$ cat config.mk
export PLATFORM = sky130hd
export DESIGN_NAME = i2s_transmitter_flat
export DESIGN_NICKNAME = d
export VERILOG_FILES = /design/src/rtl/i2s_pkg.sv /design/src/rtl/i2s_transmitter_if.sv /design/src/rtl/i2s_tx_shifter.sv /design/src/rtl/i2s_transmitter.sv /design/src/flat_wrapper.sv
export SDC_FILE = /design/constraint.sdc
export NUM_CORES = 1
export LEC_CHECK = 0
export BUFFER_PORTS_ARGS = -buffer_cell sky130_fd_sc_hd__buf_4
export CAP_MARGIN = 20
export CELL_PAD_IN_SITES_DETAIL_PLACEMENT = 2
export CELL_PAD_IN_SITES_GLOBAL_PLACEMENT = 2
export CORE_ASPECT_RATIO = 1.4
export CORE_UTILIZATION = 40
export CTS_BUF_LIST = sky130_fd_sc_hd__clkbuf_8
export DETAILED_ROUTE_END_ITERATION = 10
export PLACE_DENSITY_LB_ADDON = 0.25
export SKIP_CTS_REPAIR_TIMING = 1
export SLEW_MARGIN = 0
export SYNTH_ARGS = -nofsm -noshare
export SYNTH_HDL_FRONTEND = slang
export SYNTH_SLANG_ARGS = --single-unit
$ cat constraint.sdc
create_clock -name bclk -period 2.85 [get_ports bclk]
set_clock_uncertainty 0.2 [all_clocks]
set_input_delay 0 -clock bclk [delete_from_list [all_inputs] [get_ports bclk]]
set_output_delay 0 -clock bclk [all_outputs]
set_load 0.02 [all_outputs]
$ cat src/rtl/i2s_pkg.sv
// Shared constants and state encoding for the I2S transmitter.
package i2s_pkg;

  localparam int DEFAULT_DATA_WIDTH = 24;
  localparam int DEFAULT_SLOT_WIDTH = 32;

  localparam logic CH_LEFT  = 1'b0;
  localparam logic CH_RIGHT = 1'b1;

  typedef enum logic [1:0] {
    IDLE,
    LEFT,
    RIGHT
  } tx_state_e;

endpackage

$ cat src/rtl/i2s_transmitter_if.sv
// Sample-pair handshake between the processing path and the I2S transmitter.
interface i2s_transmitter_if
  import i2s_pkg::*;
#(
  parameter int DATA_WIDTH = DEFAULT_DATA_WIDTH
);

  logic [DATA_WIDTH-1:0] i_audio_left;
  logic [DATA_WIDTH-1:0] i_audio_right;
  logic                  i_audio_valid;
  logic                  o_audio_ready;

  modport master (
    output i_audio_left,
    output i_audio_right,
    output i_audio_valid,
    input  o_audio_ready
  );

  modport slave (
    input  i_audio_left,
    input  i_audio_right,
    input  i_audio_valid,
    output o_audio_ready
  );

endinterface

$ cat src/rtl/i2s_tx_shifter.sv
// MSB-first slot shifter: load presents data_i's MSB this cycle, then shifts until
// DATA_WIDTH bits have gone out and raises done_o.
module i2s_tx_shifter #(
  parameter int DATA_WIDTH = 24,
  parameter int SLOT_WIDTH = 32
) (
  input  logic                  bclk,
  input  logic                  reset,
  input  logic                  load_i,
  input  logic [DATA_WIDTH-1:0] data_i,
  output logic                  shift_out_o,
  output logic                  done_o
);

  localparam int CNT_W = $clog2(SLOT_WIDTH + 1);
  localparam logic [CNT_W-1:0] CNT_LAST = CNT_W'(DATA_WIDTH);

  logic [DATA_WIDTH-1:0] shift_q, shift_d;
  logic [CNT_W-1:0]      cnt_q, cnt_d;

  assign shift_out_o = shift_q[DATA_WIDTH-1];
  assign done_o      = (cnt_q == CNT_LAST);

  // The MSB leaves through the caller on the load cycle, so the register keeps the rest.
  always_comb begin
    shift_d = shift_q;
    cnt_d   = cnt_q;
    if (load_i) begin
      shift_d = data_i << 1;
      cnt_d   = CNT_W'(1);
    end else if (!done_o) begin
      shift_d = shift_q << 1;
      cnt_d   = cnt_q + 1'b1;
    end
  end

  always_ff @(posedge bclk) begin
    if (reset) begin
      shift_q <= '0;
      cnt_q   <= '0;
    end else begin
      shift_q <= shift_d;
      cnt_q   <= cnt_d;
    end
  end

endmodule

$ cat src/rtl/i2s_transmitter.sv
// I2S slave transmitter on codec bclk/lrclk with a one-pair holding buffer.
// Define I2S_TX_UNDERRUN_REPEAT_EN to resend the last pair on underrun instead of zeros.
module i2s_transmitter
  import i2s_pkg::*;
#(
  parameter int DATA_WIDTH = DEFAULT_DATA_WIDTH,
  parameter int SLOT_WIDTH = DEFAULT_SLOT_WIDTH
) (
  input  logic               bclk,
  input  logic               reset,
  input  logic               lrclk,
  i2s_transmitter_if.slave   audio,
  output logic               sdata_out,
  output logic               o_underrun
);

  tx_state_e             state_q, state_d;
  logic                  lrclk_q;
  logic                  frame_start, right_start, accept;
  logic                  buf_full_q;
  logic [DATA_WIDTH-1:0] buf_left_q, buf_right_q;
  logic [DATA_WIDTH-1:0] right_q, right_d;
  logic [DATA_WIDTH-1:0] fill_left, fill_right;
  logic                  sdata_q, sdata_d, underrun_q;
  logic                  load;
  logic [DATA_WIDTH-1:0] load_data;
  logic                  shift_out, done;

  assign frame_start         = (lrclk_q == CH_RIGHT) && (lrclk == CH_LEFT);
  assign right_start         = (lrclk_q == CH_LEFT) && (lrclk == CH_RIGHT);
  assign accept              = audio.i_audio_valid && audio.o_audio_ready;
  assign audio.o_audio_ready = ~buf_full_q;
  assign sdata_out           = sdata_q;
  assign o_underrun          = underrun_q;

`ifdef I2S_TX_UNDERRUN_REPEAT_EN
  logic [DATA_WIDTH-1:0] last_left_q, last_right_q;

  always_ff @(posedge bclk) begin
    if (reset) begin
      last_left_q  <= '0;
      last_right_q <= '0;
    end else if (frame_start && buf_full_q) begin
      last_left_q  <= buf_left_q;
      last_right_q <= buf_right_q;
    end
  end

  assign fill_left  = last_left_q;
  assign fill_right = last_right_q;
`else
  assign fill_left  = '0;
  assign fill_right = '0;
`endif

  i2s_tx_shifter #(
    .DATA_WIDTH(DATA_WIDTH),
    .SLOT_WIDTH(SLOT_WIDTH)
  ) u_shifter (
    .bclk       (bclk),
    .reset      (reset),
    .load_i     (load),
    .data_i     (load_data),
    .shift_out_o(shift_out),
    .done_o     (done)
  );

  // Any lrclk edge restarts a slot immediately, which also truncates a short slot.
  always_comb begin
    state_d   = state_q;
    right_d   = right_q;
    load      = 1'b0;
    load_data = '0;
    sdata_d   = 1'b0;
    if (frame_start) begin
      state_d   = LEFT;
      load      = 1'b1;
      load_data = buf_full_q ? buf_left_q : fill_left;
      right_d   = buf_full_q ? buf_right_q : fill_right;
    end else if (right_start && (state_q != IDLE)) begin
      state_d   = RIGHT;
      load      = 1'b1;
      load_data = right_q;
    end
    if (load) begin
      sdata_d = load_data[DATA_WIDTH-1];
    end else if ((state_q != IDLE) && !done) begin
      sdata_d = shift_out;
    end
  end

  // The frame load sees the buffer before this cycle's acceptance.
  always_ff @(posedge bclk) begin
    if (reset) begin
      state_q     <= IDLE;
      lrclk_q     <= 1'b0;
      sdata_q     <= 1'b0;
      underrun_q  <= 1'b0;
      right_q     <= '0;
      buf_full_q  <= 1'b0;
      buf_left_q  <= '0;
      buf_right_q <= '0;
    end else begin
      state_q    <= state_d;
      lrclk_q    <= lrclk;
      sdata_q    <= sdata_d;
      underrun_q <= frame_start && !buf_full_q;
      right_q    <= right_d;
      if (accept) begin
        buf_full_q  <= 1'b1;
        buf_left_q  <= audio.i_audio_left;
        buf_right_q <= audio.i_audio_right;
      end else if (frame_start) begin
        buf_full_q <= 1'b0;
      end
    end
  end

endmodule

$ cat src/flat_wrapper.sv
// flat-port wrapper written by rule: the top's interface ports become plain ports
module i2s_transmitter_flat import i2s_pkg::*;
#(
  parameter int DATA_WIDTH = DEFAULT_DATA_WIDTH,
  parameter int SLOT_WIDTH = DEFAULT_SLOT_WIDTH
)
  (bclk, reset, lrclk, sdata_out, o_underrun, audio_i_audio_left, audio_i_audio_right, audio_i_audio_valid, audio_o_audio_ready);
  i2s_transmitter_if #(.DATA_WIDTH(DATA_WIDTH)) audio_i ();
  input  logic bclk;
  input  logic reset;
  input  logic lrclk;
  output logic sdata_out;
  output logic o_underrun;
  input wire logic [$bits(audio_i.i_audio_left)-1:0] audio_i_audio_left;
  input wire logic [$bits(audio_i.i_audio_right)-1:0] audio_i_audio_right;
  input wire logic [$bits(audio_i.i_audio_valid)-1:0] audio_i_audio_valid;
  output wire logic [$bits(audio_i.o_audio_ready)-1:0] audio_o_audio_ready;
  assign audio_i.i_audio_left = audio_i_audio_left;
  assign audio_i.i_audio_right = audio_i_audio_right;
  assign audio_i.i_audio_valid = audio_i_audio_valid;
  assign audio_o_audio_ready = audio_i.o_audio_ready;
  i2s_transmitter #(.DATA_WIDTH(DATA_WIDTH), .SLOT_WIDTH(SLOT_WIDTH)) u_core (.bclk(bclk), .reset(reset), .lrclk(lrclk), .audio(audio_i), .sdata_out(sdata_out), .o_underrun(o_underrun));
endmodule
==> results of run 1 <==
==> layer usage <==
metal	share of wire [%]	vias to the layer above	wire length [um]	track usage (%)
li1	-	1767	-	-
met1	40	1963	6810	28.0
met2	53	112	8980	40.1
met3	3.5	40	597	2.60
met4	3.2	0	542	10.4
met5	0	-	0	0
==> flip-flops by register name, summed over array words and instances (netlist names) <==
name and flops:
u_core.right_q 24, u_core.buf_full_q 1, u_core.state_q 2, u_core.u_shifter.shift_q 23, u_core.sdata_out 1, u_core.u_shifter.cnt_q 6, u_core.buf_left_q 24, u_core.lrclk_q 1
u_core.buf_right_q 24, u_core.o_underrun 1
==> cells by family after synthesis <==
| family | share of synthesized area (%) |
|---|---|
| AOI/OAI and AO/OA | 26.7 |
| xor gates and xnor gates | 1.04 |
| adders and majority gates | 0.596 |
| buffers and inverters | 6.88 |
| DFF | 51.0 |
| muxes | 0.238 |
| and+or+nand+nor | 13.5 |
==> cells in the final DEF, fill, tap and decap left out, types with 2 or more instances in the layout <==
cell / instances
a21oi_1: 52
a221oi_1: 2
a221oi_2: 20
a22o_1: 24
a22oi_1: 24
buf_4: 60
clkbuf_8: 9
clkinv_2: 2
clkinvlp_4: 2
dfxtp_1: 107
dlygate4sd3_1: 74
ha_1: 2
inv_1: 26
nand2_1: 98
nand2b_1: 2
nand3_1: 3
nor2_1: 3
nor2_4: 2
nor2b_1: 2
nor3_1: 3
nor3_2: 2
nor4b_1: 2
o21ai_0: 4
o21ai_1: 12
o21ai_2: 6
xnor2_1: 3
xor2_1: 2
==> worst max path at each step <==
| stage | end | from | slack (ps) |
|---|---|---|---|
| final | u_core.buf_right_q[3]$_SDFFE_PP0P_ | u_core.buf_full_q$_SDFFE_PP0P_ | 140 |
| after global routing | u_core.buf_left_q[15]$_SDFFE_PP0P_ | u_core.buf_full_q$_SDFFE_PP0P_ | 40 |
| after CTS | u_core.u_shifter.shift_q[23]$_SDFFE_PP0P_ | u_core.u_shifter.cnt_q[0]$_SDFFE_PP0P_ | 650 |
| after detailed placement | u_core.u_shifter.shift_q[23]$_SDFFE_PP0P_ | u_core.u_shifter.cnt_q[0]$_SDFFE_PP0P_ | 670 |
| after global placement | u_core.u_shifter.shift_q[23]$_SDFFE_PP0P_ | u_core.u_shifter.cnt_q[0]$_SDFFE_PP0P_ | 800 |
| after floorplan | u_core.sdata_out$_SDFF_PP0_ | u_core.u_shifter.cnt_q[0]$_SDFFE_PP0P_ | 1170 |
==> critical path: stages (launching register included) <==
cell,delay [ps]
dfxtp_1,370
nor2b_4,630
nand2_1,100
dlygate4sd3_1,600
a21oi_1,140
dlygate4sd3_1,600
==> metrics by stage <==
stage	instances	util, %	area, um^2	power, uW	hold WS, ps
2_1_floorplan	445	-	4200	1770	-71.8
3_3_place_gp	605	46.0	4630	1870	38.9
3_5_place_dp	605	46.0	4630	1880	50.4
4_1_cts	620	47.8	4810	2790	-363
5_1_grt	694	55.2	5550	3010	7.03
6_report	694	55.2	5550	2920	-0.141
==> power breakdown <==
| group | switching (uW) | total [uW] | leakage, uW | internal, uW |
|---|---|---|---|---|
| combinational | 201 | 376 | 0.00103 | 175 |
| clock | 549 | 945 | 0.0000923 | 396 |
| sequential | 47.1 | 1600 | 0.000871 | 1550 |
| total | 797 | 2920 | 0.00200 | 2120 |
==> cell type report <==
class	instances	area share [%]
clock buffer	9	2.23
inverter	25	1.69
tap	135	3.04
sequential	107	38.6
clock inverter	6	1.06
timing repair buffer	134	21.4
multi-input combinational	278	32.0
==> flow_metrics.tcl, run 1 <==
set metrics [dict create \
    outcome "finished, violations left" \
    violations "negative hold slack" \
    netlist-cell-type-count 36 \
    drt_iter0_markers 294 \
    whs_ps -0.141 \
    tritoncts "built" \
    maxSlewHeadroom_pct 48.9 \
    path_class "reg2reg" \
    synth_edf_count 0 \
    core_area_mm2 0.0101 \
    p_per_area_mw_per_mm2 526 \
    r2r_end "u_core.buf_right_q[3]$_SDFFE_PP0P_" \
    setup_viol 0 \
    routed_wl_um 16900 \
    ys.flop_type "dfxtp_1" \
    fin_ws_ps 141 \
    worstHoldPathCells 4 \
    place_congestion 0.730 \
    firstDrtPassIters 5 \
    drive_above_1_share_pct 19.9 \
    port-buffer-count 54 \
    synth_largest_area_cell "dfxtp_1" \
    grt_pass1_wl_um 18500 \
    initial_utilization_pct 41.7 \
    p_leak_uw 0.00200 \
    fp.dieArea_mm2 0.0109 \
    grt_pass1_vias 3524 \
    tightest_slew_ps 765 \
    rows 43 \
    ys_seq_area_share_pct 51.0 \
    min_to "u_core.buf_right_q[16]$_SDFFE_PP0P_" \
    rr_worst_depth 5 \
    cts.sinks 107 \
    min_period_ps 2710 \
    cts_root_buf "clkbuf_8" \
    grt_overflow_total 0 \
    drt-vias-per-instance 5.59 \
    htreeDepth 3 \
    rsz0062_at_grt "false" \
    drv_cap 0 \
    synth_top_area_share_pct 51.0 \
    fmax_mhz 369 \
    ys_ff_latch 107 \
    yosys_warnings 0 \
    cp_data_arrival_time_ps 2840 \
    hpwl_um 7580 \
    via_count 3882 \
    place_ws_ps 669 \
    numCtsBuffers 9 \
    async_flop_share_pct 0 \
    synth_nets 499 \
    insertion_delay_ps 380 \
    antenna_left 0 \
    ios 55 \
    finalCritPeriodShare_pct 95.0 \
    grt_max_degree 54 \
    synth_common_cells "107 x dfxtp_1, 98 x nand2_1, 52 x a21oi_1" \
    hp-start "audio_i_audio_valid" \
    wl_per_cell_um 24.4 \
    nFillCells 1048 \
    critPathMaxFanout 31 \
    crit_path_end_kind "flop" \
    hold_viol 1 \
    grt_util_all_layers_pct 23.0 \
    nets 609 \
    synth.area.top_cells "dfxtp_1 51%, nand2_1 8.8%, a221oi_2 7.2%" \
    seq_area_mm2 0.00214 \
    finalSetupTns_ps 0 \
    startpoint_type "flop" \
    synth_area_per_cell_um2 9.44 \
    path_clk_slew_ps 110 \
    die_x_um 88.6 \
    min-delay-path-class "in2reg" \
    diodes 0 \
    r2r_start "u_core.buf_full_q$_SDFFE_PP0P_" \
    peakVddDrop_mv 0.269 \
    drc_errors 0 \
    synth.most_common_cell "dfxtp_1" \
    grt_antenna_before_repair 0 \
    area_growth_pct 32.3 \
    report.final.slew_viol_count 0 \
    cts_buffer_depth 2 \
    syn_inst 445 \
    netlist_area_mm2 0.00420 \
    multi_input_area_mm2 0.00178 \
    rrSetupSlack_ps 140 \
    die_h_um 123 \
    cp_data_required_time_ps 2980 \
]
No activity file was read; power rests on OpenSTA's default activity.
==> run 2: changes to the inputs <==
--- a/config.mk
+++ b/config.mk
@@ -5,16 +5,18 @@
 export SDC_FILE = /design/constraint.sdc
 export NUM_CORES = 1
 export LEC_CHECK = 0
+export ABC_AREA = 1
 export BUFFER_PORTS_ARGS = -buffer_cell sky130_fd_sc_hd__buf_4
 export CAP_MARGIN = 20
 export CELL_PAD_IN_SITES_DETAIL_PLACEMENT = 2
 export CELL_PAD_IN_SITES_GLOBAL_PLACEMENT = 2
 export CORE_ASPECT_RATIO = 1.4
-export CORE_UTILIZATION = 40
+export CORE_UTILIZATION = 34
 export CTS_BUF_LIST = sky130_fd_sc_hd__clkbuf_8
 export DETAILED_ROUTE_END_ITERATION = 10
 export PLACE_DENSITY_LB_ADDON = 0.25
 export SKIP_CTS_REPAIR_TIMING = 1
+export SKIP_LAST_GASP = 1
 export SLEW_MARGIN = 0
 export SYNTH_ARGS = -nofsm -noshare
 export SYNTH_HDL_FRONTEND = slang
==> constraint.sdc (replaced) <==
create_clock -name bclk -period 2.8 [get_ports bclk]
set_clock_uncertainty 0.2 [all_clocks]
set_input_delay 0 -clock bclk [delete_from_list [all_inputs] [get_ports bclk]]
set_output_delay 0 -clock bclk [all_outputs]
set_load 0.02 [all_outputs]
==> run 2 against run 1 <==
  * The run now ends clean
  * Cell count is 25% higher
  * Sequential share of layout area is 0.54 points lower
  * Clock power is 10% higher
  * Synthesized cell count is 41% higher
  * Clock-buffer cell count is 3 higher
  * Hold slack better by 48 ps
  * Die area is 25% higher
  * Critical endpoint is now u_core.u_shifter.shift_q[14]$_SDFFE_PP0P_
  * Largest power group unchanged
==> flow_metrics.tcl, run 2 <==
set metrics [dict create \
    outcome "finished clean" \
    via_count 4349 \
    rows 49 \
    layout.cells.non_filler 866 \
    drt_iter0_markers 136 \
    die_h_um 138 \
    drv_cap 0 \
    rsz0062_at_grt "false" \
    cts_buffer_depth 2 \
    critPathMaxFanout 46 \
    min_period_ps 2110 \
    crit_path_end_kind "flop" \
    grt_pass1_vias 4512 \
    maxSlewHeadroom_pct 42.4 \
    htreeDepth 3 \
    synth.area.top_cells "dfxtp_1 48%, nor2_1 12%, nand3_1 10%" \
    dp_cells 800 \
    async_flop_share_pct 0 \
    port-buffer-count 54 \
    fmax_mhz 475 \
    grt_antenna_before_repair 0 \
    finalSetupTns_ps 0 \
    wl_per_cell_um 16.3 \
    grt_pass1_wl_um 21800 \
    synth_common_cells "147 x nor2_1, 107 x dfxtp_1, 102 x nand2_1" \
    firstDrtPassIters 4 \
    synth_largest_area_cell "dfxtp_1" \
    synth_top_area_share_pct 47.9 \
    report.final.slew_viol_count 0 \
    hold_viol 0 \
    grt_util_all_layers_pct 20.3 \
    whs_ps 48.3 \
    syn_inst 627 \
    synth_area_per_cell_um2 7.13 \
    area_growth_pct 26.1 \
    layout_common_cells "147 x nor2_1, 107 x dfxtp_1, 102 x nand2_1" \
    synth_edf_count 0 \
    synth_nets 681 \
    initial_utilization_pct 34.9 \
    p_per_area_mw_per_mm2 549 \
    cts.sinks 107 \
    cp_data_required_time_ps 2870 \
    ios 55 \
    yosys_warnings 0 \
    diodes 0 \
    netlist_area_mm2 0.00447 \
    netlist-cell-type-count 27 \
    setup_viol 0 \
    min-delay-path-class "in2reg" \
    hpwl_um 8620 \
    reg_top3 "u_core.buf_left_q x24, u_core.buf_right_q x24, u_core.right_q x24" \
    finalCritPeriodShare_pct 75.2 \
    drt-vias-per-instance 5.02 \
    place_congestion 0.687 \
    drc_errors 0 \
    grt_overflow_total 0 \
    cts_root_buf "clkbuf_8" \
    numCtsBuffers 9 \
    layout_commonest_cell "nor2_1" \
    tightest_slew_ps 862 \
    fp.dieArea_mm2 0.0136 \
    startpoint_type "flop" \
    insertion_delay_ps 380 \
    cp_data_arrival_time_ps 2180 \
    p_leak_uw 0.00229 \
    routed_wl_um 14100 \
    ys_ff_latch 107 \
    nets 762 \
    antenna_left 0 \
    path_clk_slew_ps 100 \
    ys.flop_type "dfxtp_1" \
    peakVddDrop_mv 0.311 \
    die_x_um 98.9 \
    ys_seq_area_share_pct 47.9 \
    core_area_mm2 0.0128 \
    synth.most_common_cell "nor2_1" \
    grt_max_degree 66 \
    drive_above_1_share_pct 12.6 \
    path_class "reg2reg" \
    tritoncts "built" \
]
[run 2: cell types whose count changed in the layout (fill, tap and decap cells not counted), sizes merged, moves of 22 or more]
cell	change
a21oi	-46
a221oi	-22
a22o	-24
a22oi	-24
dlygate4sd3	-24
nand3	+90
nor2	+145
o21ai	+51
[run 2: final cells by class]
type	count	area [um^2]
well taps	153	191
inverters	39	149
clock buffers	12	165
fillers	1506	7180
repair buffers	112	966
flip-flops and latches	107	2140
multi-input cells	439	1960
clock inverters	4	55.1
[run 2: routing by layer]
metal / vias up / GRT usage [%] / routed length (um)
met5: - / 0 / 0
met4: 0 / 7.05 / 225
met3: 15 / 2.74 / 292
met2: 61 / 36.4 / 7320
met1: 2113 / 25.0 / 6300
li1: 2160 / - / -
[run 2: path summary, 6_finish.rpt]
path,from,end,slack (ps),cells after the start
worst min-delay path,audio_i_audio_valid,u_core.buf_full_q$_SDFFE_PP0P_,50,3
worst max-delay path,u_core.lrclk_q$_SDFF_PP0_,u_core.u_shifter.shift_q[14]$_SDFFE_PP0P_,690,8
worst max register to register,u_core.lrclk_q$_SDFF_PP0_,u_core.u_shifter.shift_q[14]$_SDFFE_PP0P_,690,8
worst min register to register,u_core.u_shifter.shift_q[1]$_SDFFE_PP0P_,u_core.u_shifter.shift_q[1]$_SDFFE_PP0P_,280,2
[run 2: kinds of logic after synthesis]
kind of cell	synth area share, %
AO/OA/AOI/OAI	9.44
AND/OR/NAND/NOR	33.4
adder cells (fa/ha/maj)	0.560
flip-flops	47.9
XOR/XNOR	0.588
buffers and inverters	8.09
[run 2: critical path, stage by stage (launching register included)]
cell     delay [ps]
dfxtp_1         340
inv_1           120
nor2_4           60
inv_4           370
nand2_4         130
nor2_8          480
nand2_1         140
nand2_1         100
nor2_1           60
[run 2: stage by stage]
step / utilization (%) / total power [uW] / setup slack [ps] / instance area, um^2
floorplan: - / 1880 / 1360 / 4470
global placement: 38.3 / 1990 / 820 / 4910
detailed placement: 38.3 / 2020 / 658 / 4910
CTS: 40.1 / 3070 / 651 / 5130
global route: 44.0 / 3240 / 515 / 5630
finish: 44.0 / 3090 / 694 / 5630
[run 2: report_power, final]
part           switching [uW]  total (uW)  leakage, uW  internal, uW
Combinational             229         399      0.00130           170
Sequential               47.5        1650     0.000875          1600
Clock                     552        1040     0.000109           492
==> run 3: changes to the inputs <==
--- a/config.mk
+++ b/config.mk
@@ -11,7 +11,7 @@
 export CELL_PAD_IN_SITES_DETAIL_PLACEMENT = 2
 export CELL_PAD_IN_SITES_GLOBAL_PLACEMENT = 2
 export CORE_ASPECT_RATIO = 1.4
-export CORE_UTILIZATION = 34
+export CORE_UTILIZATION = 30
 export CTS_BUF_LIST = sky130_fd_sc_hd__clkbuf_8
 export DETAILED_ROUTE_END_ITERATION = 10
 export PLACE_DENSITY_LB_ADDON = 0.25
==> constraint.sdc (replaced) <==
create_clock -name bclk -period 1.86 [get_ports bclk]
set_clock_uncertainty 0.2 [all_clocks]
set_input_delay 0 -clock bclk [delete_from_list [all_inputs] [get_ports bclk]]
set_output_delay 0 -clock bclk [all_outputs]
set_load 0.02 [all_outputs]
==> run 3 against run 2 <==
  * Hold slack worse by 7.4 ps
  * Global-route usage is 2.3 points lower
  * Register-to-register slack worse by 520 ps
  * Non-clock buffer count is 12 higher
  * Core utilization is 3.9 points lower
  * Clock power is 37% higher
  * First-iteration DRC count is 21% lower
  * Sequential share of layout area is 1.1 points lower
  * Critical path type unchanged
==> flow_metrics.tcl, run 3 (synthesized netlist as in run 2, its figures left out) <==
set metrics [dict create \
    drt-vias-per-instance 4.80 \
    grt_overflow_total 0 \
    port-buffer-count 54 \
    startpoint "u_core.state_q[0]$_SDFFE_PP0N_" \
    hold_viol 0 \
    antenna_left 0 \
    insertion_delay_ps 370 \
    min-delay-path-class "in2reg" \
    design_area_mm2 0.00581 \
    rrSetupSlack_ps 170 \
    fp.dieArea_mm2 0.0154 \
    numCtsBuffers 9 \
    maxSlewHeadroom_pct 69.4 \
    grt_antenna_before_repair 0 \
    place_congestion 0.712 \
    crit_family "simple AND/OR/NAND/NOR gates" \
    nets 774 \
    die_x_um 105 \
    grt_pass1_vias 4560 \
    tritoncts "built" \
    cts.sinks 107 \
    finalCritPeriodShare_pct 90.6 \
    min_period_ps 1690 \
    routed_wl_um 13600 \
    ios 55 \
    grt_util_all_layers_pct 18.1 \
    reg_top3 "u_core.buf_left_q x24, u_core.buf_right_q x24, u_core.right_q x24" \
    grt_max_degree 50 \
    path_clk_slew_ps 110 \
    layout_common_cells "147 x nor2_1, 107 x dfxtp_1, 102 x nand2_1" \
    drive_above_1_share_pct 13.9 \
    p_leak_uw 0.00235 \
    initial_utilization_pct 30.8 \
    placed_area_mm2 0.00510 \
    critPathMaxFanout 17 \
    diodes 0 \
    max_stage_delay_ps 330 \
    wl_per_cell_um 14.9 \
    die_h_um 146 \
    drv_cap 0 \
    whs_ps 40.8 \
    worstHoldPathCells 5 \
    r2r_start "u_core.state_q[0]$_SDFFE_PP0N_" \
    p_per_area_mw_per_mm2 778 \
    cp_data_arrival_time_ps 1760 \
    layout_commonest_cell "nor2_1" \
    drc_errors 0 \
    hpwl_um 9400 \
    min_to "u_core.buf_left_q[14]$_SDFFE_PP0P_" \
    fin_ws_ps 174 \
    via_count 4383 \
    area_growth_pct 29.9 \
    core_area_mm2 0.0145 \
    grt_pass1_wl_um 22400 \
    drt_iter0_markers 108 \
    r2r_end "u_core.u_shifter.shift_q[7]$_SDFFE_PP0P_" \
    report.final.slew_viol_count 0 \
    outcome "finished clean" \
    place_ws_ps 165 \
    cpMostUsedCell "nand2_1" \
    cts_root_buf "clkbuf_8" \
    cp.buffers_inverters 2 \
    tightest_slew_ps 459 \
    crit_chain "inv_1 -> nand2_1 -> nand2_2 -> nand2_4 -> nor2_8 -> buf_12 -> nand2_1 -> nand2_1 -> nor2_1" \
    cts_buffer_depth 2 \
    final_core_util_pct 40.0 \
    cp_data_required_time_ps 1940 \
    path_class "reg2reg" \
    hp-start "audio_i_audio_valid" \
    finalSetupTns_ps 0 \
    fmax_mhz 593 \
    rsz0062_at_grt "false" \
    setup_viol 0 \
    htreeDepth 3 \
    crit_slowest_cell "dfxtp_1" \
    firstDrtPassIters 4 \
    crit_path_end_kind "flop" \
    rr_worst_depth 9 \
    rows 52 \
    peakVddDrop_mv 0.323 \
    startpoint_type "flop" \
]
==> run 3: changes by cell type in the layout (fill, tap and decap cells not counted), moves of 2 or more <==
cell,before,now
clkinv_4,1,3
buf_12,0,5
clkbuf_8,12,10
buf_4,62,68
==> run 3: worst max-delay path by stage <==
stage | cells after the start | slack (ps) | end
after floorplan | 7 | 420 | u_core.u_shifter.shift_q[11]$_SDFFE_PP0P_
after global placement | 9 | 240 | u_core.u_shifter.shift_q[18]$_SDFFE_PP0P_
after detailed placement | 6 | 170 | u_core.right_q[10]$_SDFFE_PP0P_
after CTS | 6 | 140 | u_core.right_q[10]$_SDFFE_PP0P_
after global routing | 8 | 30 | u_core.u_shifter.shift_q[2]$_SDFFE_PP0P_
final | 9 | 170 | u_core.u_shifter.shift_q[7]$_SDFFE_PP0P_
==> run 3: metal layers <==
metal  routed length [um]  track usage [%]  up-vias
li1                     -                -     2183
met1                 6010             22.1     2144
met2                 7260             33.0       47
met3                  202             2.19        9
met4                  151             4.93        0
met5                    0                0        -
==> run 3: through the flow <==
stage	total power [uW]	instances
2_1_floorplan	2840	627
3_3_place_gp	3040	847
3_5_place_dp	3070	847
4_1_cts	4490	863
5_1_grt	4750	914
6_report	4520	914
==> run 3: final cells by class <==
class                           count  area [um^2]
Timing Repair Buffer              124         1120
Tap cell                          189          236
Fill cell                        1690         8700
Inverter                           39          149
Multi-Input combinational cell    439         1960
Clock buffer                       10          138
Clock inverter                      6         55.1
Sequential cell                   107         2140
==> run 3: worst register-to-register path: stages, from the launching register on <==
cell	delay, ps
dfxtp_1	330
inv_1	80
nand2_1	100
nand2_2	260
nand2_4	120
nor2_8	160
buf_12	160
nand2_1	80
nand2_1	70
nor2_1	40
==> run 3: power by group <==
group          internal, uW  total, uW  switching, uW
clock network           552       1420            866
registers              2410       2480           75.2
logic                   278        615            338
total                  3240       4520           1280
